<file path="config.mk">
export PLATFORM = sky130hd
export DESIGN_NAME = pc_fetch_flat
export DESIGN_NICKNAME = d
export VERILOG_FILES = /design/src/rtl/pc_fetch_if.sv /design/src/rtl/pc_fetch.sv /design/src/flat_wrapper.sv
export SDC_FILE = /design/constraint.sdc
export NUM_CORES = 1
export LEC_CHECK = 0
export ABC_CLOCK_PERIOD_IN_PS = 3100
export BUFFER_PORTS_ARGS = -buffer_cell sky130_fd_sc_hd__buf_2
export CAP_MARGIN = 10
export CORE_ASPECT_RATIO = 0.7
export CORE_MARGIN = 4
export CORE_UTILIZATION = 48
export CTS_BUF_LIST = sky130_fd_sc_hd__clkbuf_8
export DETAILED_ROUTE_END_ITERATION = 10
export PLACE_DENSITY = 0.89
export SLEW_MARGIN = 10
export SYNTH_ARGS = -nofsm -noshare
export SYNTH_HDL_FRONTEND = slang
export SYNTH_SLANG_ARGS = --single-unit
</file>
<file path="constraint.sdc">
create_clock -name clk_i -period 3.1 [get_ports clk_i]
set_input_delay 0.465 -clock clk_i [delete_from_list [all_inputs] [get_ports clk_i]]
set_output_delay 0.465 -clock clk_i [all_outputs]
set_load 0.05 [all_outputs]
</file>
<file path="src/rtl/pc_fetch_if.sv">
// Fetch-stage bus: control inputs, cache read port and decode-side outputs.
// Signal suffixes are named from the fetch stage's point of view.
interface pc_fetch_if #(
  parameter int ADDR_W = 6,
  parameter int INST_W = 32,
  parameter int CNT_W  = 16
);
  // Control from the pipeline
  logic              en_i;
  logic              stall_i;
  logic              branch_i;
  logic [ADDR_W-1:0] branch_off_i;
  logic              jump_i;
  logic [ADDR_W-1:0] jump_addr_i;

  // Instruction cache read port
  logic [INST_W-1:0] inst_i;
  logic [ADDR_W-1:0] rdaddr_o;

  // Decode side and status
  logic [INST_W-1:0] inst_o;
  logic              valid_o;
  logic [ADDR_W-1:0] pc_plus1_o;
  logic              wrap_o;
  logic              halted_o;
  logic [CNT_W-1:0]  retired_o;

  // The fetch stage itself
  modport master (
    input  en_i, stall_i, branch_i, branch_off_i, jump_i, jump_addr_i, inst_i,
    output rdaddr_o, inst_o, valid_o, pc_plus1_o, wrap_o, halted_o, retired_o
  );

  // Whatever surrounds it: control source, cache and decode
  modport slave (
    output en_i, stall_i, branch_i, branch_off_i, jump_i, jump_addr_i, inst_i,
    input  rdaddr_o, inst_o, valid_o, pc_plus1_o, wrap_o, halted_o, retired_o
  );
endinterface

</file>
<file path="src/rtl/pc_fetch.sv">
// Instruction-fetch control stage: owns the PC, addresses the instruction
// cache, qualifies the returned instruction for decode, detects the halt
// encoding and counts retired instructions.
module pc_fetch #(
  parameter int                ADDR_W    = 6,
  parameter int                INST_W    = 32,
  parameter logic [ADDR_W-1:0] RESET_PC  = '0,
  parameter logic [INST_W-1:0] HALT_INST = 32'hFFFF_FFFF,
  parameter int                CNT_W     = 16
) (
  input  logic          clk_i,
  input  logic          rst_ni,
  pc_fetch_if.master    bus
);

  typedef enum logic [1:0] {
    IDLE = 2'd0,
    RUN  = 2'd1,
    HALT = 2'd2
  } state_e;

  state_e            state_q;
  logic [ADDR_W-1:0] pc_q;
  logic              wrap_q;
  logic [CNT_W-1:0]  retired_q;

  logic [ADDR_W-1:0] pc_plus1;
  logic [ADDR_W-1:0] pc_d;
  logic              seq_wrap_d;
  logic              is_halt;
  logic              valid;
  logic              retired_sat;

  // Issue qualification; the cache returns the instruction in the same cycle
  always_comb begin
    pc_plus1    = pc_q + ADDR_W'(1);
    is_halt     = (bus.inst_i == HALT_INST);
    valid       = (state_q == RUN) && !bus.stall_i && !is_halt;
    retired_sat = (retired_q == {CNT_W{1'b1}});
  end

  // Next-PC mux for an advancing RUN cycle: stall > jump > branch > step.
  // Only the sequential step can flag a wrap; branch/jump overflow is silent.
  always_comb begin
    pc_d       = pc_q;
    seq_wrap_d = 1'b0;
    if (bus.stall_i) begin
      pc_d = pc_q;
    end else if (bus.jump_i) begin
      pc_d = bus.jump_addr_i;
    end else if (bus.branch_i) begin
      // PC + 1 + sext(offset) modulo 2^ADDR_W is plain ADDR_W-bit addition
      pc_d = pc_plus1 + bus.branch_off_i;
    end else begin
      pc_d       = pc_plus1;
      seq_wrap_d = (pc_q == {ADDR_W{1'b1}});
    end
  end

  // Fetch FSM with the PC, wrap pulse and retired counter
  always_ff @(posedge clk_i or negedge rst_ni) begin
    if (!rst_ni) begin
      state_q   <= IDLE;
      pc_q      <= RESET_PC;
      wrap_q    <= 1'b0;
      retired_q <= '0;
    end else begin
      wrap_q <= 1'b0;
      if (valid && !retired_sat) begin
        retired_q <= retired_q + CNT_W'(1);
      end
      case (state_q)
        IDLE: begin
          if (bus.en_i) begin
            state_q <= RUN;
          end
        end
        RUN: begin
          if (is_halt) begin
            // Halt wins over every control input; the PC stays on the halt word
            state_q <= HALT;
          end else if (!bus.en_i) begin
            state_q <= IDLE;
          end else begin
            pc_q   <= pc_d;
            wrap_q <= seq_wrap_d;
          end
        end
        HALT: begin
          // Sticky until reset
          state_q <= HALT;
        end
        default: begin
          state_q <= IDLE;
        end
      endcase
    end
  end

  assign bus.rdaddr_o   = pc_q;
  assign bus.pc_plus1_o = pc_plus1;
  assign bus.valid_o    = valid;
  assign bus.inst_o     = valid ? bus.inst_i : '0;
  assign bus.wrap_o     = wrap_q;
  assign bus.halted_o   = (state_q == HALT);
  assign bus.retired_o  = retired_q;

endmodule

</file>
<file path="src/flat_wrapper.sv">
// flat-port wrapper written by rule: the top's interface ports become plain ports
module pc_fetch_flat 
#(
  parameter int                ADDR_W    = 6,
  parameter int                INST_W    = 32,
  parameter logic [ADDR_W-1:0] RESET_PC  = '0,
  parameter logic [INST_W-1:0] HALT_INST = 32'hFFFF_FFFF,
  parameter int                CNT_W     = 16
)
  (clk_i, rst_ni, bus_en_i, bus_stall_i, bus_branch_i, bus_branch_off_i, bus_jump_i, bus_jump_addr_i, bus_inst_i, bus_rdaddr_o, bus_inst_o, bus_valid_o, bus_pc_plus1_o, bus_wrap_o, bus_halted_o, bus_retired_o);
  pc_fetch_if #(.ADDR_W(ADDR_W), .INST_W(INST_W), .CNT_W(CNT_W)) bus_i ();
  input  logic clk_i;
  input  logic rst_ni;
  input wire logic [$bits(bus_i.en_i)-1:0] bus_en_i;
  input wire logic [$bits(bus_i.stall_i)-1:0] bus_stall_i;
  input wire logic [$bits(bus_i.branch_i)-1:0] bus_branch_i;
  input wire logic [$bits(bus_i.branch_off_i)-1:0] bus_branch_off_i;
  input wire logic [$bits(bus_i.jump_i)-1:0] bus_jump_i;
  input wire logic [$bits(bus_i.jump_addr_i)-1:0] bus_jump_addr_i;
  input wire logic [$bits(bus_i.inst_i)-1:0] bus_inst_i;
  output wire logic [$bits(bus_i.rdaddr_o)-1:0] bus_rdaddr_o;
  output wire logic [$bits(bus_i.inst_o)-1:0] bus_inst_o;
  output wire logic [$bits(bus_i.valid_o)-1:0] bus_valid_o;
  output wire logic [$bits(bus_i.pc_plus1_o)-1:0] bus_pc_plus1_o;
  output wire logic [$bits(bus_i.wrap_o)-1:0] bus_wrap_o;
  output wire logic [$bits(bus_i.halted_o)-1:0] bus_halted_o;
  output wire logic [$bits(bus_i.retired_o)-1:0] bus_retired_o;
  assign bus_i.en_i = bus_en_i;
  assign bus_i.stall_i = bus_stall_i;
  assign bus_i.branch_i = bus_branch_i;
  assign bus_i.branch_off_i = bus_branch_off_i;
  assign bus_i.jump_i = bus_jump_i;
  assign bus_i.jump_addr_i = bus_jump_addr_i;
  assign bus_i.inst_i = bus_inst_i;
  assign bus_rdaddr_o = bus_i.rdaddr_o;
  assign bus_inst_o = bus_i.inst_o;
  assign bus_valid_o = bus_i.valid_o;
  assign bus_pc_plus1_o = bus_i.pc_plus1_o;
  assign bus_wrap_o = bus_i.wrap_o;
  assign bus_halted_o = bus_i.halted_o;
  assign bus_retired_o = bus_i.retired_o;
  pc_fetch #(.ADDR_W(ADDR_W), .INST_W(INST_W), .RESET_PC(RESET_PC), .HALT_INST(HALT_INST), .CNT_W(CNT_W)) u_core (.clk_i(clk_i), .rst_ni(rst_ni), .bus(bus_i));
endmodule
</file>
; Word-level counts from Yosys, hierarchy flattened
; Cells that the tools add are included.
[classes]
n_bitwise = 2
reduce_logical = 9
eq_ne = 7
addsub = 3
muxes = 13
[ops]
columns = operator, n
row1 = "32-bit equality test, second input constant", 1
row2 = 32-bit 2-to-1 mux, 1
row3 = "16-bit by 1-bit adder with 16-bit output, second input constant", 1
row4 = "16-bit equality test, second input constant", 1
row5 = 6-bit 2-to-1 mux, 2
row6 = "6-bit by 1-bit adder with 6-bit output, second input constant", 1
row7 = 6-bit adder, 1
row8 = "6-bit equality test, second input constant", 1
row9 = 1-bit 2-to-1 mux, 6
row10 = 2-bit 2-to-1 mux, 3
row11 = 2-bit case mux with 3 select lines, 1
row12 = 4-bit AND reduction, 1
row13 = 1-bit logical AND, 3
row14 = 1-bit logical NOT, 3
row15 = "3-bit by 2-bit inequality test with 1-bit output, second input constant", 1
row16 = "2-bit by 1-bit equality test with 1-bit output, second input constant", 1
row17 = "2-bit equality test, second input constant", 1
row18 = 2-bit logical NOT, 1
row19 = "2-bit inequality test, second input constant", 1
row20 = 1-bit NOT, 2
row21 = 2-bit AND reduction, 1
[totals]
reg_bits = 25

; Depth between registers and ports, before layout
; Gate-level depths: netlist (run 1).
[logic_depth]
word_depth = 7
depth_mapped = 9
depth_no_buf = 9

; Least setup slack after synthesis (run 1)
; Ideal clock, no wire load.
[synth_timing]
path_kind = flip-flop to flip-flop
from = register u_core.pc_q[0] (netlist: u_core.bus.rdaddr_o[0])
to = register u_core.pc_q[5] (netlist: u_core.bus.rdaddr_o[5])
stages_incl_launch_ff = 10
synth_period_minus_slack_ps = 3182
setup_time_ps = 86
n_path_buf = 0
arrival_time_ps = 3096
slack_ps = -82
cell_sequence = dfrtp_1 -> ha_1 -> xor2_1 -> ha_1 -> o21ai_0 -> o21bai_1 -> a21oi_1 -> xnor2_1 -> nand3_1 -> a32oi_1
[synth_via]
elab_chain_cells = 4
[synth_lines]
columns = element, line_no
row1 = start: declaration, pc_fetch.sv:23  ; logic [ADDR_W-1:0] pc_q;
row2 = start signal: assignment, pc_fetch.sv:85  ; pc_q <= pc_d;
row3 = 6-bit by 1-bit adder with 6-bit output, pc_fetch.sv:36  ; pc_plus1 = pc_q + ADDR_W'(1);
row4 = net bus_pc_plus1_o[2], flat_wrapper.sv:24  ; output wire logic [$bits(bus_i.pc_plus1_o)-1:0] bus_pc_plus1_o;
row5 = 6-bit adder, pc_fetch.sv:53  ; pc_d = pc_plus1 + bus.branch_off_i;
row6 = 6-bit 2-to-1 mux, pc_fetch.sv:51  ; end else if (bus.branch_i) begin
row7 = 6-bit 2-to-1 mux, pc_fetch.sv:49  ; end else if (bus.jump_i) begin
; The timed path passes the listed nets, and every way through them passes these cells.
; A chain may end at the register's enable or synchronous reset.

; Worst setup path in the final report (run 1)
[layout_timing]
from = input port bus_inst_i[5]
to = output port bus_inst_o[10]
[layout_via]
elab_chain_cells = 4
[layout_lines]
columns = element, line_no
row1 = start: declaration, flat_wrapper.sv:20  ; input wire logic [$bits(bus_i.inst_i)-1:0] bus_inst_i;
row2 = 32-bit equality test, pc_fetch.sv:37  ; is_halt = (bus.inst_i == HALT_INST);
row3 = 1-bit logical NOT, pc_fetch.sv:38  ; valid = (state_q == RUN) && !bus.stall_i && !is_halt;
row4 = 1-bit logical AND, pc_fetch.sv:38
row5 = 32-bit 2-to-1 mux, pc_fetch.sv:103  ; assign bus.inst_o = valid ? bus.inst_i : '0;
row6 = end: declaration, flat_wrapper.sv:22  ; output wire logic [$bits(bus_i.inst_o)-1:0] bus_inst_o;
; Every way passes these cells.

==> results of run 1 <==
## worst max-delay path, stage by stage
cell and delay [ps]:
buf_2 90, nand4_1 110, nor4_2 350, nand3_2 470, and3_1 400, buf_2 210
## final timing paths
| check | end | slack (ps) | cells after the start |
|---|---|---|---|
| setup / recovery | bus_inst_o[10] | 530 | 6 |
| hold / removal | u_core.bus.retired_o[7] | 160 | 1 |
| setup reg to reg | u_core.bus.rdaddr_o[5] | 710 | 8 |
| hold reg to reg | u_core.state_q[0] | 470 | 1 |
| max in group asynchronous | u_core.state_q[1] | 2570 | 1 |
| min in group clk_i | u_core.state_q[0] | 430 | 3 |
## per-layer routing
metal / up-vias / share of wire
met5: - / 0
met4: 0 / 0.0091
met3: 6 / 0.051
met2: 50 / 0.49
met1: 879 / 0.45
li1: 963 / -
## final cells by class
cell class	count	area (µm²)
Multi-Input combinational cell	165	1180
Tap cell	50	62.6
Timing Repair Buffer	113	568
Clock buffer	3	41.3
Sequential cell	25	626
Inverter	4	15.0
Clock inverter	1	7.51
Fill cell	309	1130
## cells by family (layout without fill, tap and decap cells)
group | Yosys count | after routing | synth area share
simple gates | 104 | 104 | 0.348
compound gates | 29 | 29 | 0.0993
flops | 25 | 25 | 0.338
xor+xnor | 20 | 20 | 0.0946
buf+inv | 15 | 121 | 0.0392
fa+ha+maj | 9 | 9 | 0.0649
mux | 3 | 3 | 0.0162
## metrics by stage
| stage | std cells | worst slack [ps] | util |
|---|---|---|---|
| floorplan | 205 | 228 | - |
| global placement | 357 | 629 | 0.675 |
| detailed placement | 357 | 547 | 0.675 |
| CTS | 361 | 549 | 0.688 |
| global route | 361 | 302 | 0.688 |
| finish | 361 | 525 | 0.688 |
## state kept, by name, indices dropped and copies added, names as in the netlist
register,flops
u_core.bus.rdaddr_o,6
u_core.state_q,2
u_core.bus.wrap_o,1
u_core.bus.retired_o,16
## cell usage after synthesis
cell / count
nor4_4: 1
and3_1: 35
nor4_2: 1
and3_2: 2
nor2b_1: 3
mux2i_1: 3
inv_1: 4
buf_2: 1
a211oi_1: 5
nor3b_1: 1
a21boi_0: 1
a31oi_1: 1
fa_1: 1
nand2b_1: 3
clkbuf_1: 8
o21bai_1: 2
a21o_1: 3
nand4_1: 12
nand4_4: 1
and4_2: 1
and4_1: 1
buf_6: 2
xor2_1: 5
o21ai_0: 6
o31ai_1: 1
and3_4: 2
o2bb2ai_1: 1
ha_1: 8
dfrtp_1: 25
a21oi_1: 8
nor3_1: 3
nand3_1: 9
nand2_1: 16
nor3_2: 2
xnor2_1: 15
nor2_1: 9
a32oi_1: 1
nand3_2: 2
## power groups by stage
stage	Clock (µW)	Sequential (µW)	Combinational, µW
floorplan	0	655	485
global placement	0	468	869
detailed placement	0	470	888
global route	217	474	962
CTS	202	463	892
finish	199	464	887
==> impl_metrics.yaml, run 1 <==
clock_network:
  cts-root-buf: "clkbuf_8"
  clkTransAtPathRegs_ps: 90
  clk_latency_ps: 270
  cts.path.max_buffers: 2
  cts_made_buffers: 3
  cts_hold_buffers: 0
  post_cts_buffers: 0
  htreeDepth: 1
  cts.sinks: 25
  cts_resized: 0
  cts_tree: "yes"
power_and_ir_drop:
  finalPower_uw: 1550
  seqPwrFrac: 0.299
  intPower_uw: 739
  power_frac_comb: 0.573
  vdd.ir_drop.worst_v: 0.000493
  leakage_uw: 0.00144
  clock_power_share: 0.128
  switchingPower_uw: 811
  swShare: 0.523
  p_per_area_nw_per_um2: 621
die:
  die_area_um2: 4930
  chipWidth_um: 82.2
  num_rows: 18
  start_util: 0.511
  core_um2: 3630
  io_pins: 113
  die_y_um: 60.0
sta:
  finalSetupTns_ps: 0
  setup_viol: 0
  fin_crit_sh: 0.831
  tightest_slew_ps: 546
  rsz0062_at_grt: "false"
  skew_ps: 8.91
  period_minus_slack_ps: 2570
  fin_hold_ws_ps: 162
  drv_slew: 0
  max_freq_mhz: 388
  finalHoldViolCount: 0
  slew_headroom: 0.636
synthesis:
  netlist.top_cell.by_area: "dfrtp_1"
  syn_nets: 264
  synth_seq_cells: 25
  synth_area_um2: 1850
  avgSynthCellArea_um2: 9.03
  synth_warnings: 0
  synthDistinctLibCells: 38
  synth.top_cells.by_area: "dfrtp_1 (34%), and3_1 (12%), xnor2_1 (7.1%)"
  yosysSeqAreaShare: 0.338
  synth_top_area_frac: 0.338
  syn_inst: 205
grt:
  grt_use_met3: 0.0497
  busiest_layer: "met2"
  grt_first_pass_wirelength_um: 8420
  globalRouteOverflowTotal: 0
  met2_usage: 0.361
  grt_max_degree: 37
  first_global_vias: 1766
  met1_usage: 0.302
  antenna_found_initial: 0
  gr-usage-all-layers: 0.219
final_layout:
  layout_commonest_cell: "buf_2"
  fin_area_um2: 2500
  area_growth_pct: 34.8
  final_cell_mix: "buf_2 (112), and3_1 (35), dfrtp_1 (25), nand2_1 (16), xnor2_1 (13)"
  fin_nets: 371
  antenna_cells: 0
  drive_gt1_frac: 0.424
worst_setup_path:
  cp.arrival_ps: 2110
  crit_path_end_kind: "primary output"
  cp.required_ps: 2630
  path_max_fanout: 36
  worstSetupStartpointType: "input pin"
  r2r_start: "u_core.bus.rdaddr_o[0]"
  worstSetupPathType: "in -> out"
  crit_start: "bus_inst_i[5]"
place:
  place_area_um2: 2450
  numPortBuffers: 112
  gp_congestion: 0.874
  hpwlAfterDp_um: 4330
drt:
  routed_via_density: 5.26
  post_drt_wl_per_cell_um: 14.6
  dr.pass1.iters: 4
  drt_iter0_drc: 123
  ant_nets: 0
  drc: 0
  wirelength_um: 5270
  vias: 1898
flow_run:
  drv_cap: 0
worst_hold_path:
  hp-class: "in -> async"
run_status:
  status: "finished clean"
Note: power is estimated with default switching activity, not from simulation.
==> run 2, diff against run 1 <==
ABC_CLOCK_PERIOD_IN_PS = 2220   (was 3100)
CORE_UTILIZATION = 40   (was 48)
PLACE_DENSITY = 0.79   (was 0.89)
clock period = 2.22 ns   (was 3.1 ns; I/O delays follow)
==> run 2 against run 1 <==
Combinational power is 58% higher. Die area increased by 18%. Setup slack got worse by 460 ps. Clock power increased by 35%. Highest routed layer unchanged. Register-to-register slack worse by 640 ps. Final cell count rose by 2.8%. Critical endpoint is now u_core.bus.rdaddr_o[5]. Sequential power grew 43%. Wire length shrank 1.3%. Largest cell class unchanged.
==> impl_metrics.yaml, run 2 (synthesis results as in run 1) <==
run_status:
  status: "finished clean"
place:
  hpwlAfterDp_um: 4250
  gp_congestion: 0.810
  place_area_um2: 2610
  numPortBuffers: 112
  dp.cells: 367
power_and_ir_drop:
  finalPower_uw: 2330
  vdd.ir_drop.worst_v: 0.000888
  p_per_area_nw_per_um2: 870
  leakage_uw: 0.00147
die:
  io_pins: 113
  start_util: 0.420
  die_y_um: 64.9
  core_um2: 4400
  chipWidth_um: 89.3
  num_rows: 20
  die_area_um2: 5800
sta:
  finalHoldViolCount: 0
  finalSetupTns_ps: 0
  setup_viol: 0
  tightest_slew_ps: 553
  drv_slew: 0
  fin_crit_sh: 0.969
  max_freq_mhz: 465
  rsz0062_at_grt: "true"
  period_minus_slack_ps: 2150
  slew_headroom: 0.632
  skew_ps: 6.37
final_layout:
  area_growth_pct: 44.5
  final_cell_mix: "buf_2 (112), and3_1 (35), dfrtp_1 (21), nand2_1 (16)"
  fin_nets: 376
  layout_commonest_cell: "buf_2"
  largest_reg_flops: 16
  antenna_cells: 0
  fin_cells: 371
  drive_gt1_frac: 0.484
  post-route-util: 0.608
  fin_area_um2: 2680
  fillers: 396
grt:
  gr-usage-all-layers: 0.179
  grt_first_pass_wirelength_um: 8340
  globalRouteOverflowTotal: 0
  antenna_found_initial: 0
  grt_max_degree: 33
  first_global_vias: 1834
worst_setup_path:
  worstSetupStartpointType: "flop"
  worstSetupPathType: "reg -> reg"
  crit_path_end_kind: "flop"
  cp.required_ps: 2410
  path_max_fanout: 4
  cp.arrival_ps: 2340
clock_network:
  cts.path.max_buffers: 2
  clkTransAtPathRegs_ps: 90
  htreeDepth: 1
  cts_tree: "yes"
  clk_latency_ps: 270
  cts.sinks: 25
  cts-root-buf: "clkbuf_8"
  cts_made_buffers: 3
  post_cts_buffers: 0
drt:
  ant_nets: 0
  dr.pass1.iters: 4
  drc: 0
  met1_length_um: 2310
  vias: 1946
  drt_iter0_drc: 70
  wl_met2_um: 2360
  routed_via_density: 5.25
  dr.max_layer_used: "met4"
  post_drt_wl_per_cell_um: 14.0
  wirelength_um: 5200
  routed-wl-met3_um: 501
worst_hold_path:
  hp-class: "in -> async"
flow_run:
  drv_cap: 0
## run 2: cell count changes in the layout (fill, tap and decap cells not counted), moves of 3 or more
cell,delta
buf_4,+3
dfrtp_1,-4
ha_4,+3
ha_1,-3
## run 2: layout make-up
type,instances,area (µm²),area share
well taps,55,68.8,0.0257
clock buffers,3,41.3,0.0154
inverters,4,18.8,0.00701
clock inverters,1,7.51,0.00281
multi-input cells,165,1280,0.479
flip-flops and latches,25,636,0.237
repair buffers,118,622,0.232
## run 2: repair_timing
item,4_1_cts,5_1_grt
endpoints found under the setup margin,1,34
resized for setup,1,4
pin swaps,0,2
hold buffers,0,0
## run 2: power by group
part           internal, µW  switching (µW)  leakage [µW]
Combinational           472             924       0.00113
Sequential              545             119      0.000318
Clock                   127             142     0.0000217
## run 2: worst max-delay path, stage by stage (launching register included)
cell and delay (ps):
dfrtp_4 500, ha_4 270, ha_1 310, a211oi_2 250, o21bai_1 140, a21oi_2 180
xnor2_2 90, a21o_1 180, a32oi_1 160
## run 2: stage by stage
step,hold slack [ps],worst slack (ps)
global route,83.4,-20.8
floorplan,37.4,-138
detailed placement,358,-46.1
finish,41.5,69.5
global placement,357,48.6
CTS,59.2,10.9
## run 2: worst paths after layout
path                                        startpoint                 endpoint  slack, ps  depth (start not counted)
max in group asynchronous                       rst_ni   u_core.bus.rdaddr_o[2]       1750                          1
worst max-delay path            u_core.bus.rdaddr_o[0]   u_core.bus.rdaddr_o[5]         70                          8
worst min register to register       u_core.state_q[0]        u_core.state_q[0]        480                          1
worst max register to register  u_core.bus.rdaddr_o[0]   u_core.bus.rdaddr_o[5]         70                          8
worst min-delay path                            rst_ni  u_core.bus.retired_o[5]         40                          1
min in group clk_i                            bus_en_i        u_core.state_q[0]        300                          3
## run 2: routing by layer
layer | GRT usage | vias up
met5 | 0 | -
met4 | 0.0223 | 0
met3 | 0.0483 | 4
met2 | 0.300 | 85
met1 | 0.236 | 887
li1 | - | 970
